===== config.mk =====
export PLATFORM = sky130hd
export DESIGN_NAME = pic_inta_sequencer
export DESIGN_NICKNAME = d
export VERILOG_FILES = /design/src/rtl/pic_pkg.sv /design/src/rtl/pic_sync_edge.sv /design/src/rtl/pic_inta_sequencer.sv
export SDC_FILE = /design/constraint.sdc
export NUM_CORES = 1
export LEC_CHECK = 0
export BUFFER_PORTS_ARGS = -buffer_cell sky130_fd_sc_hd__buf_2
export CAP_MARGIN = 20
export CELL_PAD_IN_SITES_DETAIL_PLACEMENT = 1
export CELL_PAD_IN_SITES_GLOBAL_PLACEMENT = 2
export CORE_UTILIZATION = 30
export DETAILED_ROUTE_END_ITERATION = 10
export PLACE_DENSITY = 0.87
export SLEW_MARGIN = 20
export SYNTH_ARGS = -nofsm -noshare
export SYNTH_HDL_FRONTEND = slang
export SYNTH_HIERARCHICAL = 1
export SYNTH_SLANG_ARGS = --single-unit

===== constraint.sdc =====
create_clock -name clk -period 3.1 [get_ports clk]
set_input_delay 0.31 -clock clk [delete_from_list [all_inputs] [get_ports clk]]
set_output_delay 0.31 -clock clk [all_outputs]
set_load 0.005 [all_outputs]

===== src/rtl/pic_pkg.sv =====
// Shared types and helpers for the 8259 INTA path.
// PIC_AEOI_EN enables automatic EOI at the end of the second INTA pulse.
package pic_pkg;

   localparam int NUM_IRQ = 8;
   localparam logic [2:0] SPURIOUS_IDX = 3'd7;

   typedef enum logic [2:0] {
      IDLE,
      INT,
      ACK1,
      WAIT2,
      ACK2
   } pic_state_t;

   // Returns {valid, idx} of the lowest set bit (highest priority).
   function automatic logic [3:0] lowest_set_idx(input logic [7:0] v);
      logic [3:0] r;
      r = 4'd0;
      for (int i = NUM_IRQ - 1; i >= 0; i--) begin
         if (v[i]) r = {1'b1, 3'(i)};
      end
      return r;
   endfunction

endpackage


===== src/rtl/pic_sync_edge.sv =====
// Synchroniser with single-cycle rise/fall pulses for async strobes.
// Also suitable for wr/rd strobes.
module pic_sync_edge #(
   parameter int SYNC_STAGES = 2
) (
   input  logic clk,
   input  logic rst,
   input  logic d,
   output logic rise,
   output logic fall
);

   logic [SYNC_STAGES-1:0] sync_q;
   logic                   hist_q;

   always_ff @(posedge clk or posedge rst) begin
      if (rst) begin
         sync_q <= '0;
         hist_q <= 1'b0;
      end else begin
         sync_q <= {sync_q[SYNC_STAGES-2:0], d};
         hist_q <= sync_q[SYNC_STAGES-1];
      end
   end

   assign rise = sync_q[SYNC_STAGES-1] & ~hist_q;
   assign fall = ~sync_q[SYNC_STAGES-1] & hist_q;

endmodule


===== src/rtl/pic_inta_sequencer.sv =====
// Priority resolve, INT drive, 8086 two-pulse INTA and ISR upkeep.
// PIC_AEOI_EN adds the aeoi input (auto EOI on the second INTA fall).
module pic_inta_sequencer
   import pic_pkg::*;
#(
   parameter int SYNC_STAGES = 2
) (
   input  logic       clk,
   input  logic       rst,
   input  logic [7:0] irq_status,
   input  logic [7:0] imr,
   input  logic [4:0] vector_base,
   input  logic       inta,
   input  logic       eoi,
   input  logic       eoi_specific,
   input  logic [2:0] eoi_level,
`ifdef PIC_AEOI_EN
   input  logic       aeoi,
`endif
   output logic       int_out,
   output logic       ack_valid,
   output logic [2:0] ack_idx,
   output logic [7:0] isr,
   output logic [7:0] data_out,
   output logic       data_oe
);

   pic_state_t state;
   logic [2:0] sel;
   logic       spurious;
   logic       inta_rise;
   logic       inta_fall;
   logic [7:0] req;
   logic [3:0] req_low;
   logic [3:0] isr_low;
   logic       cand_valid;
   logic [7:0] isr_set;
   logic [7:0] isr_clr;

   pic_sync_edge #(
      .SYNC_STAGES(SYNC_STAGES)
   ) u_inta_sync (
      .clk (clk),
      .rst (rst),
      .d   (inta),
      .rise(inta_rise),
      .fall(inta_fall)
   );

   always_comb begin
      req        = irq_status & ~imr;
      req_low    = lowest_set_idx(req);
      isr_low    = lowest_set_idx(isr);
      cand_valid = req_low[3] &&
                   (!isr_low[3] || req_low[2:0] < isr_low[2:0]);
      isr_set = '0;
      if (state == INT && inta_rise && cand_valid)
         isr_set[req_low[2:0]] = 1'b1;
      isr_clr = '0;
      if (eoi) begin
         if (eoi_specific) isr_clr[eoi_level] = 1'b1;
         else if (isr_low[3]) isr_clr[isr_low[2:0]] = 1'b1;
      end
`ifdef PIC_AEOI_EN
      if (aeoi && state == ACK2 && inta_fall && !spurious)
         isr_clr[sel] = 1'b1;
`endif
   end

   always_ff @(posedge clk or posedge rst) begin
      if (rst) begin
         state     <= IDLE;
         int_out   <= 1'b0;
         ack_valid <= 1'b0;
         ack_idx   <= 3'd0;
         data_out  <= 8'd0;
         data_oe   <= 1'b0;
         sel       <= 3'd0;
         spurious  <= 1'b0;
         isr       <= 8'd0;
      end else begin
         ack_valid <= 1'b0;
         // a set wins over a same-cycle clear of the same bit
         isr <= (isr & ~isr_clr) | isr_set;
         unique case (state)
            IDLE: begin
               if (cand_valid) begin
                  int_out <= 1'b1;
                  state   <= INT;
               end
            end
            INT: begin
               if (inta_rise) begin
                  state <= ACK1;
                  if (cand_valid) begin
                     sel       <= req_low[2:0];
                     spurious  <= 1'b0;
                     ack_valid <= 1'b1;
                     ack_idx   <= req_low[2:0];
                  end else begin
                     sel      <= SPURIOUS_IDX;
                     spurious <= 1'b1;
                  end
               end
            end
            ACK1: begin
               if (inta_fall) state <= WAIT2;
            end
            WAIT2: begin
               if (inta_rise) begin
                  state    <= ACK2;
                  data_out <= {vector_base, sel};
                  data_oe  <= 1'b1;
               end
            end
            ACK2: begin
               if (inta_fall) begin
                  state   <= IDLE;
                  int_out <= 1'b0;
                  data_oe <= 1'b0;
               end
            end
            default: state <= IDLE;
         endcase
      end
   end

endmodule


==> flow_summary.json <==
{
  "status": "finished clean",
  "cts_buffer_depth": 2,
  "drive_gt1_share_pct": 31.80,
  "netlist_instances": 182,
  "ys_warn_count": 6,
  "dieArea_mm2": 0.006058,
  "power_mw": 1.844,
  "crit_path_max_incr_delay_ns": 0.48,
  "critical_path.top_delay_family": "compound AO/OA/AOI/OAI gates",
  "antenna_found_initial": 0,
  "crit_slowest_cell": "dfrtp_1",
  "first_global_vias": 1648,
  "maxCapViolations": 0,
  "cts_buffers": 5,
  "rows": 27,
  "worstSetupPathType": "reg -> reg",
  "fp.coreArea_mm2": 0.005540,
  "p_leak_nw": 1.013,
  "wirelength_mm": 4.804,
  "grt_overflow": 0,
  "via_per_inst": 5.080,
  "place_congestion": 0.8035,
  "fin_util_pct": 39.43,
  "maxSlewHeadroom_pct": 47.25,
  "clockRootBuffer": "clkbuf_8",
  "period_share_pct": 84.09,
  "clkLatencyLatePin_ns": 0.28,
  "timing.fmax_mhz": 383.6,
  "path_cells": "nor4_1, nand2_1, ha_1, a21oi_1, inv_1, a211oi_1, o211ai_2, mux2_1",
  "drtIter0Drc": 34,
  "syn-num-nets": 213,
  "path_clk_slew_ns": 0.07,
  "io_buffers": 50,
  "drtPass1Iterations": 4,
  "ys_seq_area_share_pct": 44.96,
  "ys_types": 48,
  "initial_core_util_pct": 31.14,
  "dpl.hpwl_mm": 3.802,
  "start_kind": "flip-flop",
  "grtUsageMet3_pct": 3.882,
  "period_minus_slack_ns": 2.607,
  "routedWlPerCell_um": 15.45,
  "dieWidth_um": 77.84,
  "ys_ff_latch": 31,
  "grt_max_degree": 21,
  "setup_tns_ns": 0,
  "hold_class": "in -> reg",
  "clock-sinks": 31,
  "crit_buf_inv": 1,
  "dp.cells": 302,
  "ios": 51,
  "vdd_drop_max_uv": 310.1,
  "grt.busiest_layer": "met2",
  "ant_nets": 0,
  "cp-end-kind": "flip-flop",
  "die_y_um": 77.84,
  "final_max_slew_viol_count": 0,
  "vias": 1580,
  "htreeDepth": 2,
  "worst_pin_slew_ns": 0.7904,
  "grt_use_total_pct": 17.51,
  "grt_use_met1_pct": 22.40,
  "powerDensity_mw_per_mm2": 843.9,
  "cts_hold_buf": 1,
  "rsz0062_at_grt": "no",
  "syn_avg_cell_area_um2": 9.480,
  "synth_area_mm2": 0.001725,
  "hold_violations": 0,
  "hold_slack_ns": 0.1285,
  "area_delta_synth_final_pct": 26.61,
  "cts_tree": "yes",
  "drc": 0,
  "antennaDiodeCount": 0,
  "setup_viol": 0,
  "gr-usage-met2_pct": 28.94,
  "grt_pass1_wl_mm": 8.142,
  "skew_ns": 0.004744,
  "cp.arrival_ns": 2.77,
  "cp.required_ns": 3.27,
  "post_cts_resized": 0,
  "fin_cells": 311,
  "cts_setup_buffers": 0,
  "cp_max_fo": 9,
  "final_nets": 269
}
-- placed cells by master, fill, tap and decap left out, types with 2 or more instances in the layout --
cell       Yosys  routed
mux2_2         8       8
and4_1         2       2
nor3_1         6       6
dfrtp_1       31      31
nand4_1        3       3
ha_1           2       2
o31ai_1        2       2
o211ai_1       3       3
nor2b_1        6       6
o22ai_1        2       2
clkbuf_8       0       6
o22a_1         2       2
nand3_1        4       4
a21oi_1        7       7
a31oi_1        4       4
inv_1          8       8
buf_4          1       3
o2bb2ai_1      2       2
buf_2          0      50
mux2_1         2       2
nand2_1       15      15
nor2_1        17      17
nand2b_1      11      11
a21boi_0       2       2
or3_1          2       2
o21a_1         2       2
o21ai_0       14      14
-- metal layers --
metal	up-vias	part of all wire (%)	wire [um]
met5	-	0	0
met2	39	48	2289
met4	0	1.2	60
met3	4	4.1	199
met1	764	47	2255
li1	773	-	-
-- cell families (layout without fill, tap and decap cells) --
group	count (synthesis)	count (layout)	synth area share [%]
AND/OR/NAND/NOR	73	73	22.34
AO/OA/AOI/OAI	52	52	20.67
flip-flops	31	31	44.96
buffers and inverters	13	70	3.553
multiplexers	10	10	6.527
adder cells (fa/ha/maj)	2	2	1.450
XOR/XNOR	1	1	0.5077
-- stage by stage --
step           instance area [um^2]  setup WS [ns]
2_1_floorplan                  1725         0.7759
3_3_place_gp                   2057         0.6671
3_5_place_dp                   2057         0.5239
4_1_cts                        2185         0.4976
5_1_grt                        2185         0.3020
6_report                       2185         0.4933
-- final timing paths --
path / endpoint / cells past startpoint / start / slack (ns)
min in group asynchronous: u_inta_sync/sync_q[1] / 3 / rst / 0.46
min reg2reg: u_inta_sync/sync_q[1] / 0 / u_inta_sync/sync_q[0] / 0.36
max: ack_idx[2] / 8 / isr[0] / 0.49
max reg2reg: ack_idx[2] / 8 / isr[0] / 0.49
max in group asynchronous: ack_valid / 4 / rst / 1.73
min: u_inta_sync/sync_q[0] / 1 / inta / 0.13
-- area by class of cell --
class / count / area, um^2
fill: 680 / 3356
tap: 72 / 90.09
clock buffer: 6 / 82.58
timing repair buffer: 54 / 282.8
sequential: 31 / 775.7
clock inverter: 2 / 35.03
multi-input combinational: 138 / 888.4
inverter: 8 / 30.03
-- Yosys cell counts, drive strengths merged --
library cell	number	area [um^2]
a21boi	3	26.27
o22a	3	27.53
a32oi	1	8.760
inv	8	30.03
and2b	1	8.760
a31oi	4	25.02
o31ai	2	15.01
o2bb2ai	2	17.52
o22ai	2	12.51
nor2	17	63.81
o21ai	16	83.83
nor2b	6	37.54
and2	1	6.260
mux2	10	112.6
nor3b	1	7.510
buf	2	18.77
nand2b	11	68.82
or4	1	11.26
o41ai	1	8.760
and4	2	17.52
dfrtp	31	775.7
nor4	1	6.260
nand2	15	56.30
o21a	2	15.01
or3	2	12.51
clkbuf	3	12.51
nand4	3	18.77
o32a	1	10.01
o211ai	4	35.03
nor3	7	40.04
a221oi	1	8.760
ha	2	25.02
a2111o	1	11.26
a21oi	7	35.03
and4b	1	10.01
xor2	1	8.760
a211oi	1	7.510
nand3	4	20.02
a41oi	1	8.760
-- report_power, final --
| group | internal [mW] | switching [mW] |
|---|---|---|
| sequential | 0.551 | 0.129 |
| clock | 0.260 | 0.162 |
| combinational | 0.349 | 0.393 |
-- flip-flops by register name, indices dropped and copies added, names as in the netlist --
name / flops
data_oe: 1
data_out: 8
isr: 8
ack_valid: 1
u_inta_sync/sync_q: 2
int_out: 1
ack_idx: 3
u_inta_sync/hist_q: 1
state: 3
sel: 3
(Power assumes the default switching activity.)
